==> src/rtl/idct_pkg.sv <==
// Shared types and helpers for the IDCT datapath.
//   WORD_W / BLOCK_SIZE / IDX_W : word width, samples per 8x8 block, raster index width
//   idct_word_t                 : one signed IDCT coefficient/sample
//   idct_block_t                : all 64 samples of a block, element [i] is raster index i
//   unloader_state_e            : state of the output-side unloader
//   pixel_clamp()               : JPEG level shift (+128) and clamp to an 8-bit pixel
package idct_pkg;

  localparam int unsigned WORD_W     = 16;
  localparam int unsigned BLOCK_SIZE = 64;
  localparam int unsigned IDX_W      = 6;

  localparam logic [IDX_W-1:0] IDX_LAST = IDX_W'(BLOCK_SIZE - 1);

  typedef logic signed [WORD_W-1:0] idct_word_t;
  typedef logic [BLOCK_SIZE-1:0][WORD_W-1:0] idct_block_t;

  typedef enum logic [0:0] {
    StIdle,
    StStream
  } unloader_state_e;

  // One extra bit of headroom so that in+128 can never wrap.
  function automatic logic [7:0] pixel_clamp(input idct_word_t w);
    logic signed [WORD_W:0] s;
    s = $signed({w[WORD_W-1], w}) + 17'sd128;
    if (s < 17'sd0) begin
      return 8'h00;
    end else if (s > 17'sd255) begin
      return 8'hff;
    end else begin
      return s[7:0];
    end
  endfunction

endpackage

==> src/rtl/idct_latency_tracker.sv <==
// Fixed-latency block tracker.
// A LATENCY-deep shift register samples in_start every edge; emerge is its tail, so it is
// high exactly during the cycle whose closing edge is LATENCY edges after in_start was
// sampled.
//   clk      : clock, rising edge
//   rst      : asynchronous active-high reset, clears all tokens in flight
//   in_start : a block enters the pipeline this cycle
//   emerge   : the block started LATENCY edges earlier is valid at the pipeline output
module idct_latency_tracker #(
  parameter int unsigned LATENCY = 29
) (
  input  logic clk,
  input  logic rst,
  input  logic in_start,
  output logic emerge
);

  logic [LATENCY-1:0] pipe_q;

  always_ff @(posedge clk or posedge rst) begin
    if (rst) begin
      pipe_q <= '0;
    end else begin
      pipe_q[0] <= in_start;
      for (int unsigned i = 1; i < LATENCY; i++) begin
        pipe_q[i] <= pipe_q[i-1];
      end
    end
  end

  assign emerge = pipe_q[LATENCY-1];

endmodule

==> src/rtl/idct_block_unloader.sv <==
// Output-side companion of the IDCT core.
// Captures the 64 parallel IDCT outputs when a tracked block emerges, then streams them in
// raster order over valid/ready, optionally level-shifted and clamped to 8-bit pixels.
//   clk, rst           : clock and asynchronous active-high reset
//   in_start           : block presented at the IDCT inputs this cycle
//   in0..in63          : IDCT parallel outputs
//   out_data/out_index : current sample and its raster index (registered index + buffer)
//   out_last           : current sample is index 63
//   out_valid/out_ready: stream handshake
//   busy               : capture buffer holds a block being streamed
//   drop_count         : saturating count of blocks lost because the buffer was busy
module idct_block_unloader
  import idct_pkg::*;
#(
  parameter int unsigned LATENCY     = 29,
  parameter bit          LEVEL_SHIFT = 1'b1
) (
  input  logic                     clk,
  input  logic                     rst,
  input  logic                     in_start,
  input  logic signed [WORD_W-1:0] in0,  in1,  in2,  in3,  in4,  in5,  in6,  in7,
                                   in8,  in9,  in10, in11, in12, in13, in14, in15,
                                   in16, in17, in18, in19, in20, in21, in22, in23,
                                   in24, in25, in26, in27, in28, in29, in30, in31,
                                   in32, in33, in34, in35, in36, in37, in38, in39,
                                   in40, in41, in42, in43, in44, in45, in46, in47,
                                   in48, in49, in50, in51, in52, in53, in54, in55,
                                   in56, in57, in58, in59, in60, in61, in62, in63,
  output logic        [WORD_W-1:0] out_data,
  output logic        [IDX_W-1:0]  out_index,
  output logic                     out_last,
  output logic                     out_valid,
  input  logic                     out_ready,
  output logic                     busy,
  output logic        [7:0]        drop_count
);

  unloader_state_e  state_q;
  logic [IDX_W-1:0] idx_q;
  logic [7:0]       drop_q;
  idct_block_t      blk_q;

  idct_block_t in_blk;
  idct_word_t  cur_word;
  logic        emerge;
  logic        xfer;
  logic        last_xfer;
  logic        capture;
  logic        drop;

  assign in_blk = {in63, in62, in61, in60, in59, in58, in57, in56,
                   in55, in54, in53, in52, in51, in50, in49, in48,
                   in47, in46, in45, in44, in43, in42, in41, in40,
                   in39, in38, in37, in36, in35, in34, in33, in32,
                   in31, in30, in29, in28, in27, in26, in25, in24,
                   in23, in22, in21, in20, in19, in18, in17, in16,
                   in15, in14, in13, in12, in11, in10, in9,  in8,
                   in7,  in6,  in5,  in4,  in3,  in2,  in1,  in0};

  idct_latency_tracker #(
    .LATENCY (LATENCY)
  ) u_tracker (
    .clk      (clk),
    .rst      (rst),
    .in_start (in_start),
    .emerge   (emerge)
  );

  always_comb begin
    xfer      = (state_q == StStream) && out_ready;
    last_xfer = xfer && (idx_q == IDX_LAST);
    // The buffer frees up on the same edge the final sample leaves, so a block emerging
    // then is taken without a bubble.
    capture   = emerge && ((state_q == StIdle) || last_xfer);
    drop      = emerge && (state_q == StStream) && !last_xfer;
  end

  always_ff @(posedge clk or posedge rst) begin
    if (rst) begin
      state_q <= StIdle;
      idx_q   <= '0;
      drop_q  <= '0;
    end else begin
      unique case (state_q)
        StIdle: begin
          if (emerge) begin
            state_q <= StStream;
            idx_q   <= '0;
          end
        end
        StStream: begin
          if (xfer) begin
            // 63 wraps to 0, which is also the start index of a back-to-back block.
            idx_q <= idx_q + 1'b1;
            if ((idx_q == IDX_LAST) && !emerge) begin
              state_q <= StIdle;
            end
          end
          if (drop && (drop_q != 8'hff)) begin
            drop_q <= drop_q + 8'd1;
          end
        end
        default: begin
          state_q <= StIdle;
        end
      endcase
    end
  end

  // Data-only storage; it is never observed until a capture has filled it.
  always_ff @(posedge clk) begin
    if (capture) begin
      blk_q <= in_blk;
    end
  end

  always_comb begin
    cur_word   = idct_word_t'(blk_q[idx_q]);
    out_valid  = (state_q == StStream);
    busy       = out_valid;
    out_index  = idx_q;
    out_last   = out_valid && (idx_q == IDX_LAST);
    drop_count = drop_q;
    out_data   = '0;
    if (out_valid) begin
      out_data = LEVEL_SHIFT ? {8'h00, pixel_clamp(cur_word)} : cur_word;
    end
  end

endmodule
==> config.mk <==
export PLATFORM = sky130hd
export DESIGN_NAME = idct_block_unloader
export DESIGN_NICKNAME = d
export VERILOG_FILES = /design/src/rtl/idct_pkg.sv /design/src/rtl/idct_latency_tracker.sv /design/src/rtl/idct_block_unloader.sv
export SDC_FILE = /design/constraint.sdc
export NUM_CORES = 1
export LEC_CHECK = 0
export BUFFER_PORTS_ARGS = -buffer_cell sky130_fd_sc_hd__buf_4
export CAP_MARGIN = 20
export CORE_AREA = 2 2 412 414
export DETAILED_ROUTE_END_ITERATION = 10
export DIE_AREA = 0 0 414 416
export MAX_ROUTING_LAYER = met4
export PLACE_DENSITY = 0.52
export SETUP_SLACK_MARGIN = 0.05
export SYNTH_ARGS = -nofsm -noshare
export SYNTH_HDL_FRONTEND = slang
export SYNTH_HIERARCHICAL = 1
export SYNTH_SLANG_ARGS = --single-unit
==> constraint.sdc <==
create_clock -name clk -period 38.1 [get_ports clk]
set_clock_uncertainty 0.2 [all_clocks]
set_input_delay 3.81 -clock clk [delete_from_list [all_inputs] [get_ports clk]]
set_output_delay 3.81 -clock clk [all_outputs]
set_load 0.005 [all_outputs]
==> metrics.txt <==
outcome=complete, no violations; CTS buffer count=119; share of cells above drive strength 1=49.97%; ANT nets after route=0; relative slew slack=roughly a fifth; Reg-to-Reg Start=out_index[1]; cell taking the most area after synthesis=edfxtp_1; hold bufs inserted after CTS=0; top cells by area, synth=edfxtp_1, mux4_2, dfrtp_1, a22oi_1, mux2i_1; Synth top area share=about 75%; CP max stage cell=dfrtp_4; Crit Path Category=register to output port; Post-Syn Instances=around 1800; Post-CTS Setup Bufs=0; Most common cell on crit path=buf_4; most frequent cell after synthesis=edfxtp_1; Yosys cell types=71; gr ovfl total=0; via count=23480; Syn-to-layout area delta=34.22%; max-slew violations=0; drt first pass iters=6; Routed WL=about 150 mm; Final Net Count=roughly 4000; crit path cell chain=buf_4 > buf_4 > buf_4 > mux4_2 > mux2i_1 > o21a_1 > o32a_1 > or2_2 > inv_1 > ha_1 > inv_1 > nor4_2 > a221o_1 > a41oi_1 > buf_4; Reg clk slew, reported paths=roughly 0.060 ns; Post-DP HPWL=about 110 mm; Chip Width=around 410 um; slowest cell delay on critical path=a little over 0.8 ns; Clk Latency, worst-skew pair=about 0.75 ns; crit path time final=~11 ns; synthesized flop and latch total=roughly 1100; class of the worst hold path=register to register; Core Util, Final=between 30% and 40%; via-per-instance ratio=4.431; number of cells on the critical path=15; initial antenna violation count=40; worst hold start=u_tracker/pipe_q[5]; WP data required=approximately 34 ns; delay-heaviest family, CP=buffers and inverters; syn_area_per_cell=approximately 22 um^2; Worst Max-Slew Pin Slew=around 1.2 ns; max_cap viols=0; CTS H-tree lvls=3; Fill cells=about 16000; CP Max Fanout=52; Mapped Area=41070 um^2; CP endpoint kind=output port; Final setup viols=0; Worst setup SP type=register; Yosys Warn Count=6; Post-CTS Resized=0; clock root buffer master=clkbuf_16; Setup Total Neg Slack=0 ns; EDFF count, synth=1024; Worst Reg2Reg Path Length in Cells=9; I/O Buffers=approximately 1100; DIE HEIGHT=approximately 420 um; register area share after synthesis=77.55%; Period Utilization, post-route=between 20% and 30%; Max Buffers Root-to-Sink=3; async set-reset flop share out of synthesis=about 4%; peak supply drop=0.00003630 V; Pwr Density=about 60 nW/um^2; DR iter-0 viols=about 2200; clock sinks=~1100; die area=172200 um^2; Core Area=around 170000 um^2; gpl congestion=between 0.8 and 0.9; CTS tree=built; number of global-route vias before repair=about 25000; WP buf/inv=6; post-DR wirelength/cell=28.05 um; maximum number of pins on one net before global-route repair=roughly 190; row count=about 150; Starting Density=24.43%; io pins=about 1100; final hold vios=0; Post-synth top cells=edfxtp_1, mux4_2, a22oi_1; Total GRT Usage=about 17%; Critical path origin=out_index[1]; first-pass GRT wire length=around 200 mm; FMAX=88.85 MHz; Main synth FF type=edfxtp_1; Static Leak=just under 20 nW; Hold Path Depth=0; RSZ-0062 raised after global routing=false; Worst EP arrival=roughly 7.2 ns; DR DRC count=0
[metal layers]
layer | vias up | share of wire [%] | global-route usage (%)
met4 | 0 | 2.6 | 5.904
met5 | - | 0 | -
li1 | 10080 | - | -
met1 | 12170 | 37 | 18.97
met2 | 1058 | 53 | 29.90
met3 | 171 | 7.9 | 5.282
[final timing paths]
kind                                              to  slack [ns]
worst max register to register            blk_q[790]       30.65
worst min register to register   u_tracker/pipe_q[6]        0.15
worst max-delay path                     out_data[7]       26.85
min in group asynchronous       u_tracker/pipe_q[28]        2.79
max in group asynchronous               out_index[0]       34.28
worst min-delay path             u_tracker/pipe_q[6]        0.15
[sequential cells by signal, summed over array words and instances, names as in the netlist]
| signal | flops |
|---|---|
| blk_q | 1024 |
| out_index | 6 |
| drop_count | 8 |
| busy | 1 |
| u_tracker/pipe_q | 29 |
[cell type report]
class	count	area [um^2]	area share (%)
diodes	33	82.58	0.1498
clock buffers	149	3184	5.776
clock inverters	68	452.9	0.8216
inverters	12	45.04	0.08170
multi-input cells	654	8403	15.24
flip-flops and latches	1068	31860	57.80
well taps	2218	2775	5.034
repair buffers	1097	8323	15.10
[power breakdown]
group,leakage (nW),switching (mW),internal (mW)
Clock,1.77,0.478,0.615
Sequential,9.72,0.0278,1.31
Combinational,8.00,0.527,0.362
[layout by cell type, fill, tap and decap left out, drive strengths merged, types with 11 or more instances in the layout]
cell type	n
a21oi	33
a221oi	11
a22oi	72
buf	1097
clkbuf	149
clkinv	54
dfrtp	44
diode	33
edfxtp	1024
inv	16
mux2	18
mux2i	50
mux4	235
nand2	55
nand3	22
nor2	22
[worst register-to-register path, delay by kind of cell (launching register included)]
| kind | cells | cell delay [ns] |
|---|---|---|
| fa+ha+maj | 1 | 0.41 |
| compound gates | 1 | 0.35 |
| simple gates | 2 | 0.98 |
| flops | 1 | 0.81 |
| buf+inv | 5 | 4.29 |
[per-stage QoR]
stage	power, mW	setup slack [ns]	hold WS (ns)	cell area [um^2]	instances
floorplan	1.864	8.891	0.1312	41100	1837
global placement	2.278	27.54	0.1358	51330	5045
detailed placement	2.284	27.53	0.1355	51350	5047
CTS	3.385	26.67	0.1503	54990	5264
global route	3.459	26.52	0.1570	55130	5299
finish	3.320	26.85	0.1470	55130	5299
[cell families after synthesis]
kind of cell             Yosys count  share of synthesized area (%)
other                              1                       0.009130
flip-flops                      1068                          77.55
adder cells (fa/ha/maj)            4                         0.1219
AND/OR/NAND/NOR                  149                          1.892
AO/OA/AOI/OAI                    182                          3.278
multiplexers                     303                          14.76
buffers and inverters            115                          2.221
XOR/XNOR                           8                         0.1706
(Power assumes the default switching activity.)
